[config.mk]
export PLATFORM = sky130hd
export DESIGN_NAME = branch_hazard_ctrl_flat
export DESIGN_NICKNAME = d
export VERILOG_FILES = /design/src/rtl/bp_pkg.sv /design/src/rtl/branch_hazard_ctrl_if.sv /design/src/rtl/branch_hist_table.sv /design/src/rtl/branch_hazard_ctrl.sv /design/src/flat_wrapper.sv
export SDC_FILE = /design/constraint.sdc
export NUM_CORES = 1
export LEC_CHECK = 0
export BUFFER_PORTS_ARGS = -buffer_cell sky130_fd_sc_hd__clkbuf_2
export CAP_MARGIN = 20
export CORE_ASPECT_RATIO = 0.75
export CORE_MARGIN = 2
export CORE_UTILIZATION = 50
export DETAILED_ROUTE_END_ITERATION = 8
export PLACE_DENSITY = 0.81
export SLEW_MARGIN = 10
export SYNTH_ARGS = -nofsm -noshare
export SYNTH_HDL_FRONTEND = slang
export SYNTH_SLANG_ARGS = --single-unit
[constraint.sdc]
create_clock -name clk_i -period 3 [get_ports clk_i]
set_clock_uncertainty 0.05 [all_clocks]
set_input_delay 0.3 -clock clk_i [delete_from_list [all_inputs] [get_ports clk_i]]
set_output_delay 0.3 -clock clk_i [all_outputs]
set_load 0.01 [all_outputs]
[src/rtl/bp_pkg.sv]
`default_nettype none
// =============================================================================
// Module      : bp_pkg
// Description : Branch predictor counter states and the saturating-update rule.
// Revision    : 1.0 - initial release
// =============================================================================
package bp_pkg;

    typedef enum logic [1:0] {
        SNT = 2'b00,
        WNT = 2'b01,
        WT  = 2'b10,
        ST  = 2'b11
    } bht_state_t;

    localparam bht_state_t BHT_RESET_STATE = WNT;

    function automatic bht_state_t bht_next(input bht_state_t cur, input logic taken);
        bht_state_t nxt;
        nxt = cur;
        if (taken && (cur != ST)) begin
            nxt = bht_state_t'(cur + 2'd1);
        end else if (!taken && (cur != SNT)) begin
            nxt = bht_state_t'(cur - 2'd1);
        end
        return nxt;
    endfunction

endpackage
`default_nettype wire

[src/rtl/branch_hazard_ctrl_if.sv]
`default_nettype none
// =============================================================================
// Module      : branch_hazard_ctrl_if
// Description : Pipeline-side signal bundle of the branch/hazard control unit.
// Revision    : 1.0 - initial release
// =============================================================================
interface branch_hazard_ctrl_if #(
    parameter int CNT_W = 16
);
    logic [31:0]      id_pc_i;
    logic             id_branch_i;
    logic [4:0]       id_rs1_i;
    logic [4:0]       id_rs2_i;
    logic             id_uses_rs2_i;
    logic [31:0]      ex_pc_i;
    logic             ex_branch_i;
    logic             ex_taken_i;
    logic             ex_predict_taken_i;
    logic             ex_memread_i;
    logic [4:0]       ex_rd_i;
    logic             predict_taken_o;
    logic             pred_redirect_o;
    logic             stall_o;
    logic             if_id_flush_o;
    logic             id_ex_flush_o;
    logic             mispredict_o;
    logic [CNT_W-1:0] branch_cnt_o;
    logic [CNT_W-1:0] mispredict_cnt_o;

    modport master (
        output id_pc_i, id_branch_i, id_rs1_i, id_rs2_i, id_uses_rs2_i,
        output ex_pc_i, ex_branch_i, ex_taken_i, ex_predict_taken_i, ex_memread_i, ex_rd_i,
        input  predict_taken_o, pred_redirect_o, stall_o, if_id_flush_o, id_ex_flush_o,
        input  mispredict_o, branch_cnt_o, mispredict_cnt_o
    );

    modport slave (
        input  id_pc_i, id_branch_i, id_rs1_i, id_rs2_i, id_uses_rs2_i,
        input  ex_pc_i, ex_branch_i, ex_taken_i, ex_predict_taken_i, ex_memread_i, ex_rd_i,
        output predict_taken_o, pred_redirect_o, stall_o, if_id_flush_o, id_ex_flush_o,
        output mispredict_o, branch_cnt_o, mispredict_cnt_o
    );
endinterface
`default_nettype wire

[src/rtl/branch_hist_table.sv]
`default_nettype none
// =============================================================================
// Module      : branch_hist_table
// Description : Table of 2-bit saturating counters, one async read, one update.
// Revision    : 1.0 - initial release
// =============================================================================
module branch_hist_table
    import bp_pkg::*;
#(
    parameter int BHT_ENTRIES = 16,
    parameter int IDX_W       = $clog2(BHT_ENTRIES)
) (
    input  wire logic             clk_i,
    input  wire logic             rst_i,
    input  wire logic [IDX_W-1:0] rd_idx,
    output bht_state_t            rd_state,
    input  wire logic             upd_en,
    input  wire logic [IDX_W-1:0] upd_idx,
    input  wire logic             upd_taken
);

    bht_state_t r_bht [BHT_ENTRIES];

    always_ff @(posedge clk_i or negedge rst_i) begin
        if (!rst_i) begin
            for (int i = 0; i < BHT_ENTRIES; i++) begin
                r_bht[i] <= BHT_RESET_STATE;
            end
        end else if (upd_en) begin
            r_bht[upd_idx] <= bht_next(r_bht[upd_idx], upd_taken);
        end
    end

    // Read sees the pre-update value when it collides with an update.
    assign rd_state = r_bht[rd_idx];

endmodule
`default_nettype wire

[src/rtl/branch_hazard_ctrl.sv]
`default_nettype none
// =============================================================================
// Module      : branch_hazard_ctrl
// Description : Branch prediction, load-use/mispredict hazard control, perf counters.
// Revision    : 1.0 - initial release
// =============================================================================
module branch_hazard_ctrl
    import bp_pkg::*;
#(
    parameter int BHT_ENTRIES = 16,
    parameter int IDX_W       = $clog2(BHT_ENTRIES),
    parameter int CNT_W       = 16
) (
    input wire logic      clk_i,
    input wire logic      rst_i,
    branch_hazard_ctrl_if.slave bus
);

    bht_state_t       w_rd_state;
    logic             w_mispredict;
    logic             w_load_use;
    logic             w_predict;
    logic             w_redirect;
    logic             w_stall;
    logic             w_if_id_flush;
    logic             w_id_ex_flush;
    logic [CNT_W-1:0] r_branch_cnt;
    logic [CNT_W-1:0] r_mispredict_cnt;
    logic             w_unused_pc;

    assign w_unused_pc = ^{bus.id_pc_i[31:IDX_W+2], bus.id_pc_i[1:0],
                           bus.ex_pc_i[31:IDX_W+2], bus.ex_pc_i[1:0]};

    branch_hist_table #(
        .BHT_ENTRIES (BHT_ENTRIES),
        .IDX_W       (IDX_W)
    ) u_bht (
        .clk_i     (clk_i),
        .rst_i     (rst_i),
        .rd_idx    (bus.id_pc_i[IDX_W+1:2]),
        .rd_state  (w_rd_state),
        .upd_en    (bus.ex_branch_i),
        .upd_idx   (bus.ex_pc_i[IDX_W+1:2]),
        .upd_taken (bus.ex_taken_i)
    );

    assign w_mispredict = bus.ex_branch_i & (bus.ex_taken_i != bus.ex_predict_taken_i);
    assign w_load_use   = bus.ex_memread_i & (bus.ex_rd_i != 5'd0) &
                          ((bus.ex_rd_i == bus.id_rs1_i) |
                           (bus.id_uses_rs2_i & (bus.ex_rd_i == bus.id_rs2_i)));

    // A mispredict squashes the ID instruction, so it also overrides load-use.
    always_comb begin
        w_predict     = 1'b0;
        w_redirect    = 1'b0;
        w_stall       = 1'b0;
        w_if_id_flush = 1'b0;
        w_id_ex_flush = 1'b0;
        if (w_mispredict) begin
            w_if_id_flush = 1'b1;
            w_id_ex_flush = 1'b1;
        end else if (w_load_use) begin
            w_stall       = 1'b1;
            w_id_ex_flush = 1'b1;
        end else begin
            w_predict     = bus.id_branch_i & w_rd_state[1];
            w_redirect    = w_predict;
            w_if_id_flush = w_predict;
        end
    end

    always_ff @(posedge clk_i or negedge rst_i) begin
        if (!rst_i) begin
            r_branch_cnt     <= '0;
            r_mispredict_cnt <= '0;
        end else begin
            if (bus.ex_branch_i) begin
                r_branch_cnt <= r_branch_cnt + CNT_W'(1);
            end
            if (w_mispredict) begin
                r_mispredict_cnt <= r_mispredict_cnt + CNT_W'(1);
            end
        end
    end

    assign bus.predict_taken_o  = w_predict;
    assign bus.pred_redirect_o  = w_redirect;
    assign bus.stall_o          = w_stall;
    assign bus.if_id_flush_o    = w_if_id_flush;
    assign bus.id_ex_flush_o    = w_id_ex_flush;
    assign bus.mispredict_o     = w_mispredict;
    assign bus.branch_cnt_o     = r_branch_cnt;
    assign bus.mispredict_cnt_o = r_mispredict_cnt;

endmodule
`default_nettype wire
[src/flat_wrapper.sv]
// flat-port wrapper written by rule: the top's interface ports become plain ports
module branch_hazard_ctrl_flat import bp_pkg::*;
#(
    parameter int BHT_ENTRIES = 16,
    parameter int IDX_W       = $clog2(BHT_ENTRIES),
    parameter int CNT_W       = 16
)
  (clk_i, rst_i, bus_id_pc_i, bus_id_branch_i, bus_id_rs1_i, bus_id_rs2_i, bus_id_uses_rs2_i, bus_ex_pc_i, bus_ex_branch_i, bus_ex_taken_i, bus_ex_predict_taken_i, bus_ex_memread_i, bus_ex_rd_i, bus_predict_taken_o, bus_pred_redirect_o, bus_stall_o, bus_if_id_flush_o, bus_id_ex_flush_o, bus_mispredict_o, bus_branch_cnt_o, bus_mispredict_cnt_o);
  branch_hazard_ctrl_if #(.CNT_W(CNT_W)) bus_i ();
  input wire logic clk_i;
  input wire logic rst_i;
  input wire logic [$bits(bus_i.id_pc_i)-1:0] bus_id_pc_i;
  input wire logic [$bits(bus_i.id_branch_i)-1:0] bus_id_branch_i;
  input wire logic [$bits(bus_i.id_rs1_i)-1:0] bus_id_rs1_i;
  input wire logic [$bits(bus_i.id_rs2_i)-1:0] bus_id_rs2_i;
  input wire logic [$bits(bus_i.id_uses_rs2_i)-1:0] bus_id_uses_rs2_i;
  input wire logic [$bits(bus_i.ex_pc_i)-1:0] bus_ex_pc_i;
  input wire logic [$bits(bus_i.ex_branch_i)-1:0] bus_ex_branch_i;
  input wire logic [$bits(bus_i.ex_taken_i)-1:0] bus_ex_taken_i;
  input wire logic [$bits(bus_i.ex_predict_taken_i)-1:0] bus_ex_predict_taken_i;
  input wire logic [$bits(bus_i.ex_memread_i)-1:0] bus_ex_memread_i;
  input wire logic [$bits(bus_i.ex_rd_i)-1:0] bus_ex_rd_i;
  output wire logic [$bits(bus_i.predict_taken_o)-1:0] bus_predict_taken_o;
  output wire logic [$bits(bus_i.pred_redirect_o)-1:0] bus_pred_redirect_o;
  output wire logic [$bits(bus_i.stall_o)-1:0] bus_stall_o;
  output wire logic [$bits(bus_i.if_id_flush_o)-1:0] bus_if_id_flush_o;
  output wire logic [$bits(bus_i.id_ex_flush_o)-1:0] bus_id_ex_flush_o;
  output wire logic [$bits(bus_i.mispredict_o)-1:0] bus_mispredict_o;
  output wire logic [$bits(bus_i.branch_cnt_o)-1:0] bus_branch_cnt_o;
  output wire logic [$bits(bus_i.mispredict_cnt_o)-1:0] bus_mispredict_cnt_o;
  assign bus_i.id_pc_i = bus_id_pc_i;
  assign bus_i.id_branch_i = bus_id_branch_i;
  assign bus_i.id_rs1_i = bus_id_rs1_i;
  assign bus_i.id_rs2_i = bus_id_rs2_i;
  assign bus_i.id_uses_rs2_i = bus_id_uses_rs2_i;
  assign bus_i.ex_pc_i = bus_ex_pc_i;
  assign bus_i.ex_branch_i = bus_ex_branch_i;
  assign bus_i.ex_taken_i = bus_ex_taken_i;
  assign bus_i.ex_predict_taken_i = bus_ex_predict_taken_i;
  assign bus_i.ex_memread_i = bus_ex_memread_i;
  assign bus_i.ex_rd_i = bus_ex_rd_i;
  assign bus_predict_taken_o = bus_i.predict_taken_o;
  assign bus_pred_redirect_o = bus_i.pred_redirect_o;
  assign bus_stall_o = bus_i.stall_o;
  assign bus_if_id_flush_o = bus_i.if_id_flush_o;
  assign bus_id_ex_flush_o = bus_i.id_ex_flush_o;
  assign bus_mispredict_o = bus_i.mispredict_o;
  assign bus_branch_cnt_o = bus_i.branch_cnt_o;
  assign bus_mispredict_cnt_o = bus_i.mispredict_cnt_o;
  branch_hazard_ctrl #(.BHT_ENTRIES(BHT_ENTRIES), .IDX_W(IDX_W), .CNT_W(CNT_W)) u_core (.clk_i(clk_i), .rst_i(rst_i), .bus(bus_i));
endmodule
After elaboration in Yosys (flattened, before gate mapping)
Index checks and enable logic that the tools add are counted.
{"block": "word_totals", "reg_bits": 64, "wordCells": 61, "in_bits": 87, "output_inout_bits": 38}
{"block": "classes", "n_bitwise": 8, "mux": 18, "add_sub_neg": 4, "n_eq_ne": 4, "magnitude_cmp": 3, "n_reduce_logical": 6}
{"operator": "$add 16x1->16 const B", "count": 2}
{"operator": "$bwmux 32", "count": 1}
{"operator": "$bmux 2 s4", "count": 2}
{"operator": "$mux 2", "count": 8}
{"operator": "$eq 5x5->1", "count": 2}
{"operator": "$ge 5x5->1 const B", "count": 2}
{"operator": "$not 4->5", "count": 2}
{"operator": "$demux 2 s4", "count": 1}
{"operator": "$mux 1", "count": 6}
{"operator": "$and 1x1->1", "count": 5}
{"operator": "$lt 5x1->1 const B", "count": 1}
{"operator": "$reduce_bool 5->1", "count": 1}
{"operator": "$logic_and 1x1->1", "count": 3}
{"operator": "$add 2x1->2 const B", "count": 1}
{"operator": "$ne 2x2->1 const B", "count": 1}
{"operator": "$reduce_bool 2->1", "count": 1}
{"operator": "$sub 2x1->2 const B", "count": 1}
{"operator": "$logic_not 1->1", "count": 1}
{"operator": "$ne 1x1->1", "count": 1}
{"operator": "$or 1x1->1", "count": 1}

Depth between registers and ports, before layout
Gate-level depths: netlist (run 1).
{"block": "depth", "depth_word": 10, "mapped_depth": 13}

Modules after synthesis
A second synthesis (run 1) with hierarchy kept.
{"block": "hier_totals", "cells_unflattened": 310, "area_unflattened_um2": 3649.8}
{"module": "branch_hist_table", "cells_each": 157, "area_per_inst_um2": 2023.2, "instances": 1}
{"module": "branch_hazard_ctrl", "cells_each": 153, "area_per_inst_um2": 1626.6, "instances": 1}

Worst setup path before layout (run 1)
OpenSTA, ideal clock, no wires.
{"block": "synth_path", "path_type": "in2reg", "from": "input bus_ex_pc_i[4]", "to": "register u_core.u_bht.r_bht[25] (netlist name)", "path_stages": 12, "setup_slack_ps": 172, "n_path_buf": 2, "arrival_ps": 2653, "required_time_ps": 2825, "setup_ps": 125, "path_cell_list": "buf_2 clkbuf_1 mux2i_1 o22ai_1 nor3_2 inv_1 a21oi_1 ha_1 nor3b_1 a21oi_1 o21a_1 mux2_2"}
{"block": "synth_between", "elab_chain_cells": 10}
{"item": "start, declared", "line": "flat_wrapper.sv:17", "rtl": "input wire logic [$bits(bus_i.ex_pc_i)-1:0] bus_ex_pc_i;"}
{"item": "$not 4->5 (implied by the code) *", "line": "branch_hist_table.sv:30", "rtl": "r_bht[upd_idx] <= bht_next(r_bht[upd_idx], upd_taken);"}
{"item": "parallel branches: the longest is 8 deep, another holds $sub 2x1->2"}
{"item": "$bwmux 32 *", "line": "branch_hist_table.sv:30"}
{"item": "end signal, assigned by index", "line": "branch_hist_table.sv:30"}
{"item": "end, declared", "line": "branch_hist_table.sv:22", "rtl": "bht_state_t r_bht [BHT_ENTRIES];"}
Every way passes the cells marked *. The select of a mux whose other input is x is not followed.
A chain may end at the register's enable or synchronous reset.

Worst setup path in the final report (run 1)
{"block": "layout_path", "from": "register u_core.u_bht.r_bht[16] (netlist name)", "to": "register u_core.u_bht.r_bht[0] (netlist name)"}
{"block": "layout_between", "elab_chain_cells": 9}
{"item": "$bmux 2 s4 *", "line": "branch_hist_table.sv:30"}
{"item": "$mux 2 (implied by the code) * (2 in series)", "line": "branch_hist_table.sv:30"}
{"item": "parallel branches: the longest is 3 deep, another holds $sub 2x1->2"}
{"item": "$mux 2 *", "line": "bp_pkg.sv:21", "rtl": "if (taken && (cur != ST)) begin"}
{"item": "$mux 2 *", "line": "branch_hist_table.sv:29", "rtl": "end else if (upd_en) begin"}
{"item": "$bwmux 32 *", "line": "branch_hist_table.sv:30"}
Marks and branches as above.

==> results.cfg, run 1 <==
[clock_tree]
cts.sinks = 64
clk_latency_ns = 0.35
htree_levels = 3
root_buffer = clkbuf_8
post-cts-setup-buffer-count = 0
holdBufCountCts = 1
cts_buffers = 9
clk_pin_slew_worst_paths_ns = 0.08
cts_tree = yes
cts.path.max_buffers = 2
cts_resized = 0

[die]
die-area_um2 = 7590
io_pins = 125
fp.dieW_um = 99.9
die_h_um = 75.9
rows = 26
core_um2 = 6730
start_util_pct = 51.2

[setup_path]
r2r_cells = 9
r2r-end = u_core.u_bht.r_bht[0]
setup.worst_path.start_class = flip-flop
r2r_setup_slack_ns = 0.18
path_max_fanout = 8
end_kind = flip-flop
cp_data_arrival_time_ns = 3.06
crit_type = reg2reg
r2r-start = u_core.u_bht.r_bht[16]
critPathRequiredTime_ns = 3.24

[timing]
hold_viol_final = 0
fin_tns_setup_ns = 0
period_minus_slack_ns = 2.82
maxSlewViolCount = 0
fin_ws_ns = 0.176
rsz0062_at_grt = no
setup_violations = 0
fin_crit_sh_pct = 94.1
fin_hold_ws_ns = 0.291
worst_pin_slew_ns = 0.711
slew_headroom_pct = 52.6
max_freq_mhz = 354

[synthesis]
syn-cell-area_um2 = 3450
netlist_instances = 309
synth_fp_nets = 400
yosys.area_share.simple_pct = 15.7
synth_edf_count = 0
ys_ff_latch = 64
synth.avg_cell_area_um2 = 11.2
synth-xor-area-share_pct = 11.1
dominantRegCellSynth = dfrtp_1
synth_compound_area_share_pct = 5.87
synth_top_family_by_area = multiplexers
ys_types = 42
muxShareOfSynthArea_pct = 17.0
async_flop_share_pct = 100
synthAdderAreaFrac_pct = 1.45
ys.warnings.count = 0
synth-seq-area-share_pct = 47.0

[detailed_routing]
routed_wirelength_um = 7280
viasPerCell = 5.47
drt-initial-drc-count = 264
dr_total_vias = 2646
firstDrtPassIters = 4
ant_nets = 0
drc_errors = 0
wl_per_cell_um = 15.0

[cells_and_area]
multi_input_area_um2 = 1770
final_common_cell = clkbuf_2
layout_common_cells = clkbuf_2 (68), dfrtp_1 (48), nand2_1 (39), xnor2_1 (31), mux2_2 (29)
diodes = 0
ff_latch_area_um2 = 1620
drive_above_1_share_pct = 38.8
nets = 486
fillCellCount = 559
syn_to_final_growth_pct = 20.2
fin_util_pct = 61.6

[power]
ir_worst_vdd_mv = 0.285
leakage_uw = 0.00197
total_power_uw = 3220
powerDensity_nw_per_um2 = 776

[global_routing]
antenna_found_initial = 0
grt_pass1_wl_um = 12200
track_usage_pct = 20.4
grt_pass1_vias = 2529
grt-ovfl-total = 0
grt_max_degree = 58

[place]
place.gp.congestion = 0.839
port_buffers = 68
hpwl_um = 5440
place_ws_ns = 0.0333

[run]
maxCapViolCount = 0

[status]
run_status = finished, final reports clean

[hold_path]
hp-class = in2async
==> metal layers <==
metal  up-vias  global-route usage (%)  share of wire (%)
met4         0                    5.34               0.91
met2        87                    31.2                 47
li1       1259                       -                  -
met3         7                    6.73                6.2
met1      1293                    28.2                 46
met5         -                       0                  0
==> cell type report <==
| class | instances | area share [%] |
|---|---|---|
| Tap cell | 84 | 2.53 |
| Inverter | 7 | 0.633 |
| Multi-Input combinational cell | 231 | 42.6 |
| Clock inverter | 6 | 1.09 |
| Sequential cell | 64 | 39.1 |
| Timing Repair Buffer | 82 | 10.8 |
| Clock buffer | 10 | 3.32 |
==> stage by stage <==
| stage | instance area, um2 | cells |
|---|---|---|
| final | 4150 | 484 |
| after global placement | 3960 | 467 |
| after global routing | 4150 | 484 |
| after detailed placement | 3960 | 467 |
| after floorplan | 3450 | 309 |
| after CTS | 4150 | 484 |
==> report_power, final <==
group | internal [uW] | switching, uW | total, uW
combinational | 573 | 501 | 1070
clock | 323 | 348 | 670
sequential | 1240 | 239 | 1470
==> critical path, cell delays in order, from the launching register on <==
cell and delay (ns):
dfstp_2 0.37, mux4_2 0.46, mux2_2 0.30, o21ai_0 0.30, inv_1 0.10, ha_1 0.22, mux2_2 0.31, buf_4 0.15
xnor2_2 0.28, mux2_2 0.22
==> cells in the mapped netlist, types with 3 or more instances <==
master     n  area, um2
buf_2      3       15.0
nand2b_1   3       18.8
xor2_1    11       96.3
nor2b_1    5       31.3
nor3_1     4       20.0
mux4_2     8        180
nand4_1    6       37.5
o21ai_0    8       40.0
a21o_1     9       67.6
ha_1       4       50.1
mux2_2    29        327
inv_1      7       26.3
xnor2_1   31        272
dfstp_2   16        420
mux2i_1    8       80.1
a21oi_1    4       20.0
and3_1     9       56.3
nand3_1   12       60.1
nor2_1    17       63.8
nor3b_1    4       30.0
dfrtp_1   48       1200
nand2_1   39        146
==> worst max path at each step <==
stage,start,end,slack [ns],depth (start not counted)
floorplan,bus_ex_pc_i[4],u_core.u_bht.r_bht[25],0.17,12
global placement,bus_ex_pc_i[2],u_core.u_bht.r_bht[10],0.09,10
detailed placement,bus_ex_pc_i[2],u_core.u_bht.r_bht[10],0.03,10
CTS,u_core.u_bht.r_bht[16],u_core.u_bht.r_bht[2],0.17,9
global route,u_core.u_bht.r_bht[16],u_core.u_bht.r_bht[12],0.007,9
finish,u_core.u_bht.r_bht[16],u_core.u_bht.r_bht[0],0.18,9
==> flip-flops by register name (all words and copies together) (netlist names) <==
name and cells:
u_core.bus.mispredict_cnt_o 16, u_core.u_bht.r_bht 32, u_core.bus.branch_cnt_o 16
==> logic make-up after synthesis <==
group                      count (synthesis)
AOI/OAI and AO/OA                         30
xor gates and xnor gates                  43
adders and majority gates                  4
buffers and inverters                     14
DFF                                       64
muxes                                     45
and+or+nand+nor                          109
(Power assumes the default switching activity.)
==> inputs of run 2 (changes only) <==
Settings changed: ABC_AREA set to 1, CORE_UTILIZATION 50 to 52, SYNTH_HIERARCHICAL set to 1.
==> results.cfg, run 2 <==
[setup_path]
critPathRequiredTime_ns = 3.17
setup.worst_path.start_class = flip-flop
max_stage_delay_ns = 0.54
crit_buf_inv = 2
end_kind = flip-flop
crit_type = reg2reg
path_common_cell = nand2_1
cp_slowest_cell = dfstp_2
crit_chain = inv_1, o21ai_1, nand2_1, nand2_1, nand2_1, nand2_2, nor2_4, ha_1, inv_1, nand2_1, nand3_1, nand2_1
crit_family = simple AND/OR/NAND/NOR gates
cp_data_arrival_time_ns = 2.43
path_max_fanout = 16

[place]
place_ws_ns = 0.482
place.gp.congestion = 0.909
port_buffers = 68
dp.cells = 704
hpwl_um = 6440

[die]
die_h_um = 79.7
core_um2 = 7360
io_pins = 125
die-area_um2 = 8360
start_util_pct = 53.9
fp.dieW_um = 105
rows = 27

[global_routing]
grt_pass1_vias = 3457
grt_max_degree = 37
grt_pass1_wl_um = 15200
track_usage_pct = 22.7
antenna_found_initial = 0
grt-ovfl-total = 0

[cells_and_area]
nets = 706
diodes = 0
final_common_cell = nand2_1
syn_to_final_growth_pct = 15.8
fin_cells = 721
regMostFlops = u_core/u_bht/r_bht
drive_above_1_share_pct = 24.0
fin_util_pct = 62.5
layout_common_cells = nand2_1 (201), inv_1 (78), clkbuf_2 (68), dfrtp_1 (48), nor2_1 (39)
fillCellCount = 662
largest_reg_flops = 32

[power]
powerDensity_nw_per_um2 = 695
leakage_uw = 0.00251
p_switching_uw = 1160
p_seq_share_pct = 43.5
total_power_uw = 3200
ir_worst_vdd_mv = 0.459
swShare_pct = 36.4
internal_power_uw = 2040
combPwrFrac_pct = 30.0
clockPowerShare_pct = 26.5

[synthesis]
syn-cell-area_um2 = 3970
synth.avg_cell_area_um2 = 7.29
ys.warnings.count = 6
synth_fp_nets = 636
netlist_instances = 545

[timing]
period_minus_slack_ns = 2.25
rsz0062_at_grt = no
fin_ws_ns = 0.747
worst_pin_slew_ns = 0.604
fin_crit_sh_pct = 75.1
setup_violations = 0
fin_tns_setup_ns = 0
hold_viol_final = 0
slew_headroom_pct = 59.7
maxSlewViolCount = 0
max_freq_mhz = 444

[run]
maxCapViolCount = 0

[clock_tree]
root_buffer = clkbuf_8
cts.path.max_buffers = 2
clk_pin_slew_worst_paths_ns = 0.07
clk_latency_ns = 0.34
post-cts-setup-buffer-count = 0
cts_resized = 0
cts_buffers = 9
cts.sinks = 64
htree_levels = 3
cts_tree = yes

[status]
run_status = finished, final reports clean

[detailed_routing]
viasPerCell = 4.90
dr_total_vias = 3536
firstDrtPassIters = 4
wl_per_cell_um = 12.1
routed_wirelength_um = 8740
drt-initial-drc-count = 165
drc_errors = 0
ant_nets = 0

[hold_path]
hp-class = in2reg
run 2: changes by cell type in the layout (fill, tap and decap cells not counted), sizes merged, moves of 17 or more:
cell   before  now
nor2       18   45
nand3      12   32
nand2      39  230
mux2       29    0
xnor2      32   15
inv         7   83
run 2: metrics by stage:
step / cell area (um2) / hold WS [ns]
finish: 4600 / 0.352
detailed placement: 4360 / 0.294
global placement: 4360 / 0.290
floorplan: 3970 / -0.0456
CTS: 4600 / 0.339
global route: 4600 / 0.352
run 2: final cells by class:
cell class                      instances  area, um2  area share [%]
Clock inverter                          4       76.3            1.66
Sequential cell                        64       1620            35.2
Tap cell                              101        126            2.75
Timing Repair Buffer                   72        373            8.10
Inverter                               83        317            6.88
Multi-Input combinational cell        385       1930            42.0
Clock buffer                           12        155            3.37
run 2: repair_timing:
action,4_1_cts,5_1_grt
hold buffers,1,0
endpoints found under the hold margin,48,0
endpoints found under the setup margin,0,0
run 2: final timing paths:
check                                       start                          to  slack (ns)  depth (start not counted)
max                        u_core/u_bht/r_bht[16]      u_core/u_bht/r_bht[13]        0.75                         12
min                               bus_ex_branch_i  u_core/bus.branch_cnt_o[0]        0.35                          2
max reg2reg                u_core/u_bht/r_bht[16]      u_core/u_bht/r_bht[13]        0.75                         12
min reg2reg                 u_core/u_bht/r_bht[6]       u_core/u_bht/r_bht[6]        0.42                          2
max in group asynchronous                   rst_i      u_core/u_bht/r_bht[10]        2.06                          3
min in group asynchronous                   rst_i      u_core/u_bht/r_bht[21]        0.46                          3
run 2: per-layer routing:
| layer | part of all wire (%) | vias up | GRT usage (%) |
|---|---|---|---|
| met5 | 0 | - | 0 |
| met4 | 1.3 | 0 | 7.20 |
| met3 | 6.0 | 13 | 5.47 |
| met2 | 46 | 98 | 37.9 |
| met1 | 46 | 1631 | 29.3 |
| li1 | - | 1794 | - |
run 2: power groups by stage:
stage | Clock [uW] | Sequential (uW) | Combinational (uW)
4_1_cts | 871 | 1390 | 963
6_report | 849 | 1390 | 958
3_3_place_gp | 0 | 1390 | 922
5_1_grt | 920 | 1430 | 1080
2_1_floorplan | 0 | 1390 | 662
3_5_place_dp | 0 | 1390 | 958
